File: src/rtl/gate_bist_pkg.sv
// ----------------------------------------------------------------------------
// gate_bist_pkg
// Shared definitions for the gate-block self-test sequencer:
//   - bit positions of each gate output within the 6-bit gate bus
//   - FSM state encoding
//   - gate_golden_f: reference truth table for a 2-input gate block
// No ports (package).
// ----------------------------------------------------------------------------
package gate_bist_pkg;

    localparam int NUM_GATES = 6;

    localparam int G_AND  = 0;
    localparam int G_OR   = 1;
    localparam int G_NAND = 2;
    localparam int G_NOR  = 3;
    localparam int G_XOR  = 4;
    localparam int G_XNOR = 5;

    typedef enum logic [2:0] {
        IDLE   = 3'd0,
        DRIVE  = 3'd1,
        SETTLE = 3'd2,
        SAMPLE = 3'd3,
        DONE   = 3'd4
    } state_t;

    function automatic logic [NUM_GATES-1:0] gate_golden_f(input logic a, input logic b);
        logic [NUM_GATES-1:0] y;
        y         = '0;
        y[G_AND]  = a & b;
        y[G_OR]   = a | b;
        y[G_NAND] = ~(a & b);
        y[G_NOR]  = ~(a | b);
        y[G_XOR]  = a ^ b;
        y[G_XNOR] = ~(a ^ b);
        return y;
    endfunction

endpackage

File: src/rtl/gate_bist_if.sv
// ----------------------------------------------------------------------------
// gate_bist_if
// Bundles the control handshake, gate-block stimulus/response and result
// signals of gate_bist.
//   start      host -> bist  one-cycle run request
//   a_o, b_o   bist -> gate  stimulus for gate inputs a and b
//   gate_y     gate -> bist  [0]and [1]or [2]nand [3]nor [4]xor [5]xnor
//   busy       bist -> host  run in progress
//   done       bist -> host  one-cycle completion pulse
//   pass       bist -> host  1 = no gate mismatched in the last run
//   fail_mask  bist -> host  sticky per-gate mismatch flags
//   fail_vec   bist -> host  {a,b} of the first mismatching vector
//   fail_valid bist -> host  a mismatch has been seen this run
// Modports: master = host/gate side, slave = the sequencer.
// ----------------------------------------------------------------------------
interface gate_bist_if;
    import gate_bist_pkg::*;

    logic                 start;
    logic                 a_o;
    logic                 b_o;
    logic [NUM_GATES-1:0] gate_y;
    logic                 busy;
    logic                 done;
    logic                 pass;
    logic [NUM_GATES-1:0] fail_mask;
    logic [1:0]           fail_vec;
    logic                 fail_valid;

    modport master (
        output start, gate_y,
        input  a_o, b_o, busy, done, pass, fail_mask, fail_vec, fail_valid
    );

    modport slave (
        input  start, gate_y,
        output a_o, b_o, busy, done, pass, fail_mask, fail_vec, fail_valid
    );

endinterface

File: src/rtl/gate_bist_golden.sv
// ----------------------------------------------------------------------------
// gate_golden
// Combinational reference model of the 2-input gate block.
//   ab  in  2  {a,b} input vector
//   y   out 6  expected outputs, bit order as gate_y
// ----------------------------------------------------------------------------
module gate_golden
    import gate_bist_pkg::*;
(
    input  logic [1:0]           ab,
    output logic [NUM_GATES-1:0] y
);

    assign y = gate_golden_f(ab[1], ab[0]);

endmodule

File: src/rtl/gate_bist.sv
// ----------------------------------------------------------------------------
// gate_bist
// Self-test sequencer for a 2-input / 6-output gate block. Sweeps {a,b}
// through 00,01,10,11 for NUM_PASSES passes, waits SETTLE_CYCLES after each
// drive, samples gate_y, compares against the golden truth table and
// accumulates per-gate fail flags.
//   clk  in   rising-edge clock
//   rst  in   synchronous active-high reset
//   bus  slave modport of gate_bist_if (start, stimulus, response, results)
// Parameters:
//   SETTLE_CYCLES  0..15  wait cycles between drive and sample
//   NUM_PASSES     1..15  full sweeps per run
// ----------------------------------------------------------------------------
module gate_bist
    import gate_bist_pkg::*;
#(
    parameter int SETTLE_CYCLES = 2,
    parameter int NUM_PASSES    = 1
)(
    input logic        clk,
    input logic        rst,
    gate_bist_if.slave bus
);

    // The counter is loaded with N-1 so SETTLE lasts exactly N cycles;
    // with N=0 SETTLE is bypassed entirely and the load value is unused.
    localparam logic [3:0] SETTLE_LOAD = 4'((SETTLE_CYCLES == 0) ? 0 : SETTLE_CYCLES - 1);
    localparam logic [3:0] LAST_PASS   = 4'(NUM_PASSES - 1);

    state_t               state;
    logic [1:0]           vec;
    logic [3:0]           settle_cnt;
    logic [3:0]           pass_cnt;
    logic                 a_r;
    logic                 b_r;
    logic                 busy_r;
    logic                 done_r;
    logic                 pass_r;
    logic [NUM_GATES-1:0] fail_mask_r;
    logic [1:0]           fail_vec_r;
    logic                 fail_valid_r;

    logic [NUM_GATES-1:0] golden;
    logic [NUM_GATES-1:0] mism;
    logic [NUM_GATES-1:0] mask_next;
    logic                 last_vec;

    gate_golden u_golden (
        .ab (vec),
        .y  (golden)
    );

    assign mism      = bus.gate_y ^ golden;
    assign mask_next = fail_mask_r | mism;
    assign last_vec  = (vec == 2'b11) && (pass_cnt == LAST_PASS);

    // Sequencer FSM with all outputs registered. pass is computed from the
    // mask value being written on the final SAMPLE, so it is valid in the
    // same cycle as done.
    always_ff @(posedge clk) begin
        if (rst) begin
            state        <= IDLE;
            vec          <= 2'b00;
            settle_cnt   <= 4'd0;
            pass_cnt     <= 4'd0;
            a_r          <= 1'b0;
            b_r          <= 1'b0;
            busy_r       <= 1'b0;
            done_r       <= 1'b0;
            pass_r       <= 1'b0;
            fail_mask_r  <= '0;
            fail_vec_r   <= 2'b00;
            fail_valid_r <= 1'b0;
        end else begin
            case (state)
                IDLE: begin
                    if (bus.start) begin
                        fail_mask_r  <= '0;
                        fail_vec_r   <= 2'b00;
                        fail_valid_r <= 1'b0;
                        pass_r       <= 1'b0;
                        vec          <= 2'b00;
                        pass_cnt     <= 4'd0;
                        busy_r       <= 1'b1;
                        state        <= DRIVE;
                    end
                end
                DRIVE: begin
                    a_r        <= vec[1];
                    b_r        <= vec[0];
                    settle_cnt <= SETTLE_LOAD;
                    state      <= (SETTLE_CYCLES == 0) ? SAMPLE : SETTLE;
                end
                SETTLE: begin
                    if (settle_cnt == 4'd0) begin
                        state <= SAMPLE;
                    end else begin
                        settle_cnt <= settle_cnt - 4'd1;
                    end
                end
                SAMPLE: begin
                    fail_mask_r <= mask_next;
                    // Only the first mismatching vector of a run is kept.
                    if ((mism != '0) && !fail_valid_r) begin
                        fail_vec_r   <= vec;
                        fail_valid_r <= 1'b1;
                    end
                    vec <= vec + 2'd1;
                    if (vec == 2'b11) begin
                        pass_cnt <= pass_cnt + 4'd1;
                    end
                    if (last_vec) begin
                        busy_r <= 1'b0;
                        done_r <= 1'b1;
                        pass_r <= (mask_next == '0);
                        state  <= DONE;
                    end else begin
                        state <= DRIVE;
                    end
                end
                DONE: begin
                    done_r <= 1'b0;
                    state  <= IDLE;
                end
                default: begin
                    state <= IDLE;
                end
            endcase
        end
    end

    assign bus.a_o        = a_r;
    assign bus.b_o        = b_r;
    assign bus.busy       = busy_r;
    assign bus.done       = done_r;
    assign bus.pass       = pass_r;
    assign bus.fail_mask  = fail_mask_r;
    assign bus.fail_vec   = fail_vec_r;
    assign bus.fail_valid = fail_valid_r;

endmodule

File: src/flat_wrapper.sv
// flat-port wrapper written by rule: the top's interface ports become plain ports
module gate_bist_flat import gate_bist_pkg::*;
#(
    parameter int SETTLE_CYCLES = 2,
    parameter int NUM_PASSES    = 1
)
  (clk, rst, bus_start, bus_gate_y, bus_a_o, bus_b_o, bus_busy, bus_done, bus_pass, bus_fail_mask, bus_fail_vec, bus_fail_valid);
  gate_bist_if bus_i ();
  input logic clk;
  input logic rst;
  input wire logic [$bits(bus_i.start)-1:0] bus_start;
  input wire logic [$bits(bus_i.gate_y)-1:0] bus_gate_y;
  output wire logic [$bits(bus_i.a_o)-1:0] bus_a_o;
  output wire logic [$bits(bus_i.b_o)-1:0] bus_b_o;
  output wire logic [$bits(bus_i.busy)-1:0] bus_busy;
  output wire logic [$bits(bus_i.done)-1:0] bus_done;
  output wire logic [$bits(bus_i.pass)-1:0] bus_pass;
  output wire logic [$bits(bus_i.fail_mask)-1:0] bus_fail_mask;
  output wire logic [$bits(bus_i.fail_vec)-1:0] bus_fail_vec;
  output wire logic [$bits(bus_i.fail_valid)-1:0] bus_fail_valid;
  assign bus_i.start = bus_start;
  assign bus_i.gate_y = bus_gate_y;
  assign bus_a_o = bus_i.a_o;
  assign bus_b_o = bus_i.b_o;
  assign bus_busy = bus_i.busy;
  assign bus_done = bus_i.done;
  assign bus_pass = bus_i.pass;
  assign bus_fail_mask = bus_i.fail_mask;
  assign bus_fail_vec = bus_i.fail_vec;
  assign bus_fail_valid = bus_i.fail_valid;
  gate_bist #(.SETTLE_CYCLES(SETTLE_CYCLES), .NUM_PASSES(NUM_PASSES)) u_core (.clk(clk), .rst(rst), .bus(bus_i));
endmodule
File: config.mk
export PLATFORM = sky130hd
export DESIGN_NAME = gate_bist_flat
export DESIGN_NICKNAME = d
export VERILOG_FILES = /design/src/rtl/gate_bist_pkg.sv /design/src/rtl/gate_bist_if.sv /design/src/rtl/gate_bist_golden.sv /design/src/rtl/gate_bist.sv /design/src/flat_wrapper.sv
export SDC_FILE = /design/constraint.sdc
export NUM_CORES = 1
export LEC_CHECK = 0
export CAP_MARGIN = 20
export CORE_UTILIZATION = 40
export DETAILED_ROUTE_END_ITERATION = 12
export PLACE_DENSITY = 0.73
export SLEW_MARGIN = 30
export SYNTH_ARGS = -nofsm -noshare
export SYNTH_HDL_FRONTEND = slang
export SYNTH_SLANG_ARGS = --single-unit
File: constraint.sdc
create_clock -name clk -period 3.9 [get_ports clk]
set_input_delay 0.78 -clock clk [delete_from_list [all_inputs] [get_ports clk]]
set_output_delay 0.78 -clock clk [all_outputs]
set_load 0.02 [all_outputs]
==> flow_summary_export.csv, run 1 <==
group,metric,value,unit
sta,tightest_slew,715,ps
routing,drc_errors,0,
floorplanning,rows,20,
critical_path,crit_required,4110,ps
synthesis,syn_area,1320,sq um
global_routing,overflow,0,
critical_path,crit_family,"compound AO/OA/AOI/OAI gates",
synthesis,ys_warn_count,0,
global_routing,grtUsageTotal,0.178,
routing,route.detailed.wl_per_inst,13.5,microns
routing,num_vias,1150,
synthesis,async_flop_share,0,
layout,mostFrequentLayoutCell,"dfxtp_1",
synthesis,synth_top_area_frac,0.411,
layout,final_util,0.510,
synthesis,synth-edff-count,0,
clocking,numCtsBuffers,3,
routing,highest_layer,"met4",
sta,fin_crit,2400,ps
floorplanning,die_h,59.4,microns
placement,portBuffers,22,
synthesis,yosysSeqAreaShare,0.411,
sta,finClkSkew,3.40,ps
floorplanning,initial_core_util,0.428,
worst_hold_path,hold_path.class,"reg -> reg",
synthesis,synth_area_leaders,"dfxtp_1 (41%), a21oi_1 (6.1%), ha_1 (5.7%), nor2_1 (5.7%), xor2_1 (4.0%)",
placement,dp_hpwl,2060,microns
clocking,post_cts_buffers,0,
critical_path,crit_type,"in -> reg",
critical_path,crit_buf_inv,1,
power,vdd_drop_max,200,uV
clocking,cts_hold_buf,0,
critical_path,arrival,2600,ps
routing,viasPerCell,5.40,
critical_path,end_kind,"flop",
sta,setup_viol,0,
sta,final-max-slew-violation-count,0,
critical_path,crit_path_start_kind,"input port",
routing,drt-total-wl,2880,microns
layout,diodes,0,
routing,met1Wirelength,1250,microns
sta,rsz0062_at_grt,"false",
routing,drtIter0Drc,48,
critical_path,critical_path.max_fanout,6,
floorplanning,die_w,59.4,microns
synthesis,synth_top_area_cell,"dfxtp_1",
synthesis,synth_ff_type,"dfxtp_1",
layout,syn_to_final_growth,19.2,%
clocking,cts_tree,"yes",
sta,setup_tns,0,ps
routing,drtPass1Iterations,4,
synthesis,synth.avg_cell_area,8.60,sq um
outcome,status,"complete, no violations",
global_routing,grt_pass1_wl,4710,microns
routing,met3_length,136,microns
placement,gp_congestion,0.692,
routing,met2WireLength,1430,microns
layout,drive_above_1_share,0.0355,
clocking,clockRootBuffer,"clkbuf_4",
global_routing,grt_pass1_vias,1123,
critical_path,path_cells,"clkdlybuf4s50_1 > or3b_1 > a222oi_1 > a2bb2oi_1 > nor2_1",
clocking,cts-resized-gates,0,
power,leakage,0.564,nW
synthesis,syn_nets,168,
critical_path,cpPeakStageDelay,670,ps
global_routing,grt_max_degree,21,
floorplanning,ioPinCount,23,
sta,slew_headroom,0.522,
sta,period_share,0.615,
global_routing,antenna_found_initial,0,
clocking,clk_pin_slew,140,ps
layout,mostFrequentLayoutCells,"dfxtp_1 (27), clkdlybuf4s50_1 (22), nor2_1 (20)",
power,powerDensity,355,nW/um^2
clocking,htreeDepth,1,
synthesis,synthCells,153,
sta,fmax,417,MHz
clocking,clock_path_buffers,2,
routing,ant_nets,0,
synthesis,synth.distinct_cells,37,
clocking,clk_latency,320,ps
clocking,clkSinkCount,27,
floorplanning,dieArea,3520,sq um
floorplanning,coreArea,3080,sq um
flow_run,drv_cap,0,
layout,nFillCells,311,
critical_path,crit_slowest_cell,"a222oi_1",
sta,finalHoldViolCount,0,
synthesis,synth-seq-cells,27,
layout,num-nets-final,185,
-- layout make-up --
cell class                 instances  area, sq um  share of cell area
inverter                           7         26.3              0.0167
sequential                        27          541               0.344
multi-input combinational        109          701               0.447
clock buffer                       4         26.3              0.0167
timing repair buffer              22          220               0.140
tap                               44         55.1              0.0351
-- cells by family after synthesis --
logic type / count (synthesis) / share of synthesized area
and+or+nand+nor: 65 / 0.279
DFF: 27 / 0.411
muxes: 2 / 0.0152
AOI/OAI and AO/OA: 26 / 0.115
adders and majority gates: 6 / 0.0570
xor gates and xnor gates: 10 / 0.0665
buffers and inverters: 17 / 0.0570
-- worst reg2reg max path, cell delays in order (launching register included) --
cell and delay, ps:
dfxtp_1 390, inv_1 100, ha_1 390, or3b_1 410
a222oi_1 640, a2bb2oi_1 230, nor2_1 50
-- cells in the mapped netlist (2+ instances only) --
cell type and instances:
inv_1 7, nand3_1 8, ha_1 6, nor3b_1 2, and3_1 2, nand3b_1 3
buf_2 3, clkbuf_1 5, nand2_1 5, xnor2_1 4, xor2_1 6, nor3_1 7
nor2_1 20, a21oi_1 16, nand2b_1 2, mux2i_1 2, or3b_1 3, o21ai_0 4
o211ai_1 2, dfxtp_1 27, or3_1 3
-- stage by stage --
step	area, sq um	power (mW)	hold WS, ps	instances	worst slack [ps]
after floorplan	1320	0.407	467	153	1860
after global placement	1540	0.435	472	209	1230
after detailed placement	1540	0.441	479	209	1140
after CTS	1570	0.564	515	213	1510
after global routing	1570	0.588	536	213	1420
final	1570	0.557	513	213	1500
-- state kept, by name (all words and copies together), names as in the netlist, 2 cells and up --
| name | count |
|---|---|
| u_core.bus.fail_mask | 6 |
| u_core.bus.fail_vec | 2 |
| u_core.pass_cnt | 4 |
| u_core.settle_cnt | 4 |
| u_core.state | 3 |
| u_core.vec | 2 |
-- worst paths after layout --
kind,cells past startpoint,slack [ps],end,startpoint
max,5,1500,u_core.bus.fail_valid,bus_gate_y[1]
min,2,510,u_core.bus.done,u_core.bus.done
max reg2reg,6,1580,u_core.bus.fail_valid,u_core.vec[0]
min reg2reg,2,510,u_core.bus.done,u_core.bus.done
-- power by group --
group / total, mW / switching [mW] / internal (mW)
Clock: 0.121 / 0.0814 / 0.0401
Combinational: 0.124 / 0.0675 / 0.0569
Sequential: 0.311 / 0.0198 / 0.291
-- routing by layer --
metal / up-vias / global-route usage
li1: 563 / -
met4: 0 / 0.0816
met2: 35 / 0.310
met1: 544 / 0.200
met5: - / 0
met3: 8 / 0.0480
Note: power is estimated with default switching activity, not from simulation.
==> run 2, diff against run 1 <==
--- a/config.mk
+++ b/config.mk
@@ -8,7 +8,7 @@
 export CAP_MARGIN = 20
 export CORE_UTILIZATION = 40
 export DETAILED_ROUTE_END_ITERATION = 12
-export PLACE_DENSITY = 0.73
+export PLACE_DENSITY = 0.76
 export SLEW_MARGIN = 30
 export SYNTH_ARGS = -nofsm -noshare
 export SYNTH_HDL_FRONTEND = slang
==> constraint.sdc (replaced) <==
create_clock -name clk -period 2.1 [get_ports clk]
set_input_delay 0.42 -clock clk [delete_from_list [all_inputs] [get_ports clk]]
set_output_delay 0.42 -clock clk [all_outputs]
set_load 0.02 [all_outputs]
==> flow_summary_export.csv, run 2 (synthesized netlist as in run 1, its figures left out) <==
group,metric,value,unit
clocking,htreeDepth,1,
layout,largest_reg_flops,6,
placement,gp_congestion,0.740,
critical_path,crit_path_start_kind,"flop",
routing,drt-total-wl,2810,microns
floorplanning,ioPinCount,23,
power,vdd_drop_max,406,uV
critical_path,crit_required,2320,ps
layout,mostFrequentLayoutCell,"dfxtp_1",
floorplanning,coreArea,3080,sq um
critical_path,regToRegSetupSlack,160,ps
power,total_power,1.05,mW
critical_path,r2r_end,"u_core.bus.fail_valid",
flow_run,drv_cap,0,
placement,dpl_cell_area,1620,sq um
layout,diodes,0,
clocking,cts_hold_buf,0,
sta,rsz0062_at_grt,"false",
worst_hold_path,whs_path_depth,2,
layout,final_util,0.539,
clocking,clk_latency,320,ps
clocking,clockRootBuffer,"clkbuf_4",
floorplanning,rows,20,
global_routing,grtUsageTotal,0.178,
routing,drtIter0Drc,49,
sta,final-max-slew-violation-count,0,
critical_path,arrival,2160,ps
sta,finClkSkew,3.31,ps
clocking,clkSinkCount,27,
critical_path,r2r_start,"u_core.vec[1]",
sta,fin_crit,1940,ps
sta,fmax,516,MHz
clocking,numCtsBuffers,3,
sta,tightest_slew,443,ps
global_routing,antenna_found_initial,0,
floorplanning,initial_core_util,0.428,
worst_hold_path,min-delay-start,"u_core.bus.fail_vec[1]",
sta,fin_ws,163,ps
sta,slew_headroom,0.703,
placement,place_ws,-7.00,ps
sta,period_share,0.922,
routing,drtPass1Iterations,4,
layout,nFillCells,288,
layout,syn_to_final_growth,26.0,%
layout,num-nets-final,196,
global_routing,grt_pass1_vias,1136,
outcome,status,"complete, no violations",
routing,num_vias,1175,
floorplanning,die_w,59.4,microns
critical_path,crit_type,"reg -> reg",
clocking,cts_tree,"yes",
critical_path,critical_path.max_fanout,6,
placement,dp_hpwl,2150,microns
clocking,clock_path_buffers,2,
layout,drive_above_1_share,0.122,
floorplanning,dieArea,3520,sq um
worst_hold_path,hold_path.class,"reg -> reg",
layout,final_cell_area,1660,sq um
sta,finalHoldViolCount,0,
critical_path,r2r_cells,7,
power,powerDensity,635,nW/um^2
routing,ant_nets,0,
routing,route.detailed.wl_per_inst,12.5,microns
floorplanning,die_h,59.4,microns
critical_path,end_kind,"flop",
worst_hold_path,hold-path-endpoint,"u_core.bus.fail_vec[1]",
routing,viasPerCell,5.25,
routing,drc_errors,0,
global_routing,grt_max_degree,16,
global_routing,grt_pass1_wl,4770,microns
global_routing,overflow,0,
placement,portBuffers,22,
clocking,clk_pin_slew,140,ps
layout,mostFrequentLayoutCells,"dfxtp_1 (25), clkdlybuf4s50_1 (22), nor2_1 (20)",
sta,setup_viol,0,
power,leakage,0.623,nW
run 2: report_power, final:
group          leakage [nW]  switching, mW  total (mW)  internal [mW]
clock                0.0177          0.152       0.224         0.0715
sequential            0.220         0.0362       0.578          0.541
combinational         0.386          0.127       0.251          0.124
total                 0.623          0.316        1.05          0.737
run 2: layout make-up:
cell class	count	area, sq um	area share
flip-flops and latches	27	543	0.328
inverters	7	26.3	0.0158
repair buffers	33	303	0.183
multi-input cells	109	703	0.424
clock buffers	3	22.5	0.0136
clock inverters	1	5.00	0.00302
well taps	44	55.1	0.0332
run 2: routing by layer:
layer	up-vias	GRT usage	wire length, microns
met4	0	0.0340	9
met3	2	0.0415	123
met5	-	0	0
li1	584	-	-
met1	566	0.208	1220
met2	23	0.327	1460
run 2: per-stage QoR:
step / setup TNS, ps / hold WS [ps] / instances
finish: 0 / 515 / 224
CTS: 0 / 517 / 223
floorplan: 0 / 467 / 153
global placement: 0 / 470 / 219
global route: 0 / 532 / 224
detailed placement: -7.00 / 485 / 219
run 2: worst max path at each step:
stage                  start                endpoint  cells after the start
5_1_grt        u_core.vec[1]  u_core.bus.fail_vec[0]                      7
3_5_place_dp   bus_gate_y[3]   u_core.bus.fail_valid                      6
4_1_cts        u_core.vec[0]   u_core.bus.fail_valid                      7
2_1_floorplan  u_core.vec[0]   u_core.bus.fail_valid                      6
6_report       u_core.vec[1]   u_core.bus.fail_valid                      7
3_3_place_gp   bus_gate_y[1]   u_core.bus.fail_valid                      6
run 2: critical path: stages, from the launching register on:
cell and delay [ps]:
dfxtp_2 360, inv_1 110, ha_2 290, or3b_1 360, a222oi_1 310, buf_4 190, a2bb2oi_1 160, nor2_1 50
run 2: what timing repair did:
item                       CTS  global route
setup endpoints to repair    0             3
resized for setup            0             4
setup buffers                0             1
==> run 3, diff against run 2 <==
--- a/config.mk
+++ b/config.mk
@@ -6,9 +6,9 @@
 export NUM_CORES = 1
 export LEC_CHECK = 0
 export CAP_MARGIN = 20
-export CORE_UTILIZATION = 40
+export CORE_UTILIZATION = 46
 export DETAILED_ROUTE_END_ITERATION = 12
-export PLACE_DENSITY = 0.76
+export PLACE_DENSITY = 0.84
 export SLEW_MARGIN = 30
 export SYNTH_ARGS = -nofsm -noshare
 export SYNTH_HDL_FRONTEND = slang
==> flow_summary_export.csv, run 3 (synthesized netlist as in run 1, its figures left out) <==
group,metric,value,unit
sta,fmax,500,MHz
critical_path,critical_path.max_fanout,6,
critical_path,arrival,2250,ps
routing,viasPerCell,5.65,
clocking,clk_latency,340,ps
placement,gp_congestion,0.707,
global_routing,grtUsageTotal,0.201,
clocking,clkSinkCount,27,
floorplanning,dieArea,3080,sq um
worst_hold_path,hold_path.class,"reg -> reg",
layout,final_cell_area,1670,sq um
global_routing,antenna_found_initial,0,
layout,mostFrequentLayoutCell,"dfxtp_1",
clocking,cts_tree,"yes",
critical_path,crit_type,"reg -> reg",
sta,finalHoldViolCount,0,
flow_run,drv_cap,0,
sta,tightest_slew,494,ps
floorplanning,rows,19,
placement,portBuffers,22,
sta,final-max-slew-violation-count,0,
floorplanning,ioPinCount,23,
routing,drtPass1Iterations,4,
layout,drive_above_1_share,0.131,
floorplanning,initial_core_util,0.481,
sta,fin_crit,2000,ps
clocking,clk_pin_slew,160,ps
sta,setup_tns,0,ps
routing,num_vias,1210,
placement,dp_hpwl,2270,microns
layout,syn_to_final_growth,26.5,%
global_routing,grt_pass1_wl,4930,microns
clocking,numCtsBuffers,3,
outcome,status,"complete, no violations",
routing,ant_nets,0,
global_routing,overflow,0,
layout,num-nets-final,199,
sta,slew_headroom,0.670,
floorplanning,die_h,55.5,microns
layout,largest_reg_flops,6,
critical_path,end_kind,"flop",
clocking,clockRootBuffer,"clkbuf_4",
clocking,clock_path_buffers,2,
floorplanning,die_w,55.5,microns
sta,finClkSkew,9.94,ps
clocking,htreeDepth,1,
routing,drt-total-wl,3090,microns
critical_path,crit_required,2350,ps
routing,route.detailed.wl_per_inst,14.5,microns
sta,period_share,0.952,
critical_path,crit_path_start_kind,"flop",
placement,dpl_cell_area,1620,sq um
routing,drtIter0Drc,40,
power,leakage,0.633,nW
layout,mostFrequentLayoutCells,"dfxtp_1 (26), clkdlybuf4s50_1 (22), nor2_1 (20)",
global_routing,grt_pass1_vias,1168,
sta,setup_viol,0,
layout,diodes,0,
power,powerDensity,652,nW/um^2
routing,drc_errors,0,
power,vdd_drop_max,446,uV
global_routing,grt_max_degree,17,
floorplanning,coreArea,2730,sq um
-- run 3: final cells by class --
cell class	instances	area, sq um
clock buffer	3	22.5
multi-input combinational	109	703
timing repair buffer	36	325
inverter	7	26.3
fill	229	1070
sequential	27	542
clock inverter	1	7.51
tap	31	38.8
-- run 3: per-layer routing --
metal,track usage,wire length [microns],part of all wire
met2,0.372,1680,0.54
met5,0,0,0
met3,0.0258,112,0.036
met1,0.232,1250,0.40
met4,0.0786,49,0.016
-- run 3: metrics by stage --
step	power [mW]	util	hold WS, ps	std cells	worst slack [ps]
2_1_floorplan	0.756	-	467	153	75.2
3_3_place_gp	0.836	0.594	473	209	38.0
3_5_place_dp	0.852	0.594	477	209	-50.5
4_1_cts	1.09	0.605	509	213	55.2
5_1_grt	1.14	0.609	529	214	-7.21
6_report	1.09	0.609	509	214	100
-- run 3: path summary, 6_finish.rpt --
path         slack (ps)       startpoint               endpoint  depth (start not counted)
min                 510  u_core.bus.busy        u_core.bus.busy                          2
min reg2reg         510  u_core.bus.busy        u_core.bus.busy                          2
max                 100    u_core.vec[1]  u_core.bus.fail_valid                          7
max reg2reg         100    u_core.vec[1]  u_core.bus.fail_valid                          7
-- run 3: worst max-delay path, cell delays in order, from the launching register on --
cell       delay [ps]
dfxtp_1           360
inv_1             110
ha_2              290
or3b_1            380
a222oi_1          320
buf_4             200
a2bb2oi_1         180
nor2_1             60
-- run 3: timing repair --
item	4_1_cts	5_1_grt
hold buffers	0	0
gates resized for setup	0	3
hold endpoints to repair	0	0
setup buffers	0	1
endpoints found under the setup margin	0	3
-- run 3: where the power goes --
group	switching (mW)	total, mW	internal [mW]
Sequential	0.0276	0.569	0.542
Combinational	0.145	0.278	0.133
Clock	0.166	0.239	0.0731
Total	0.338	1.09	0.748
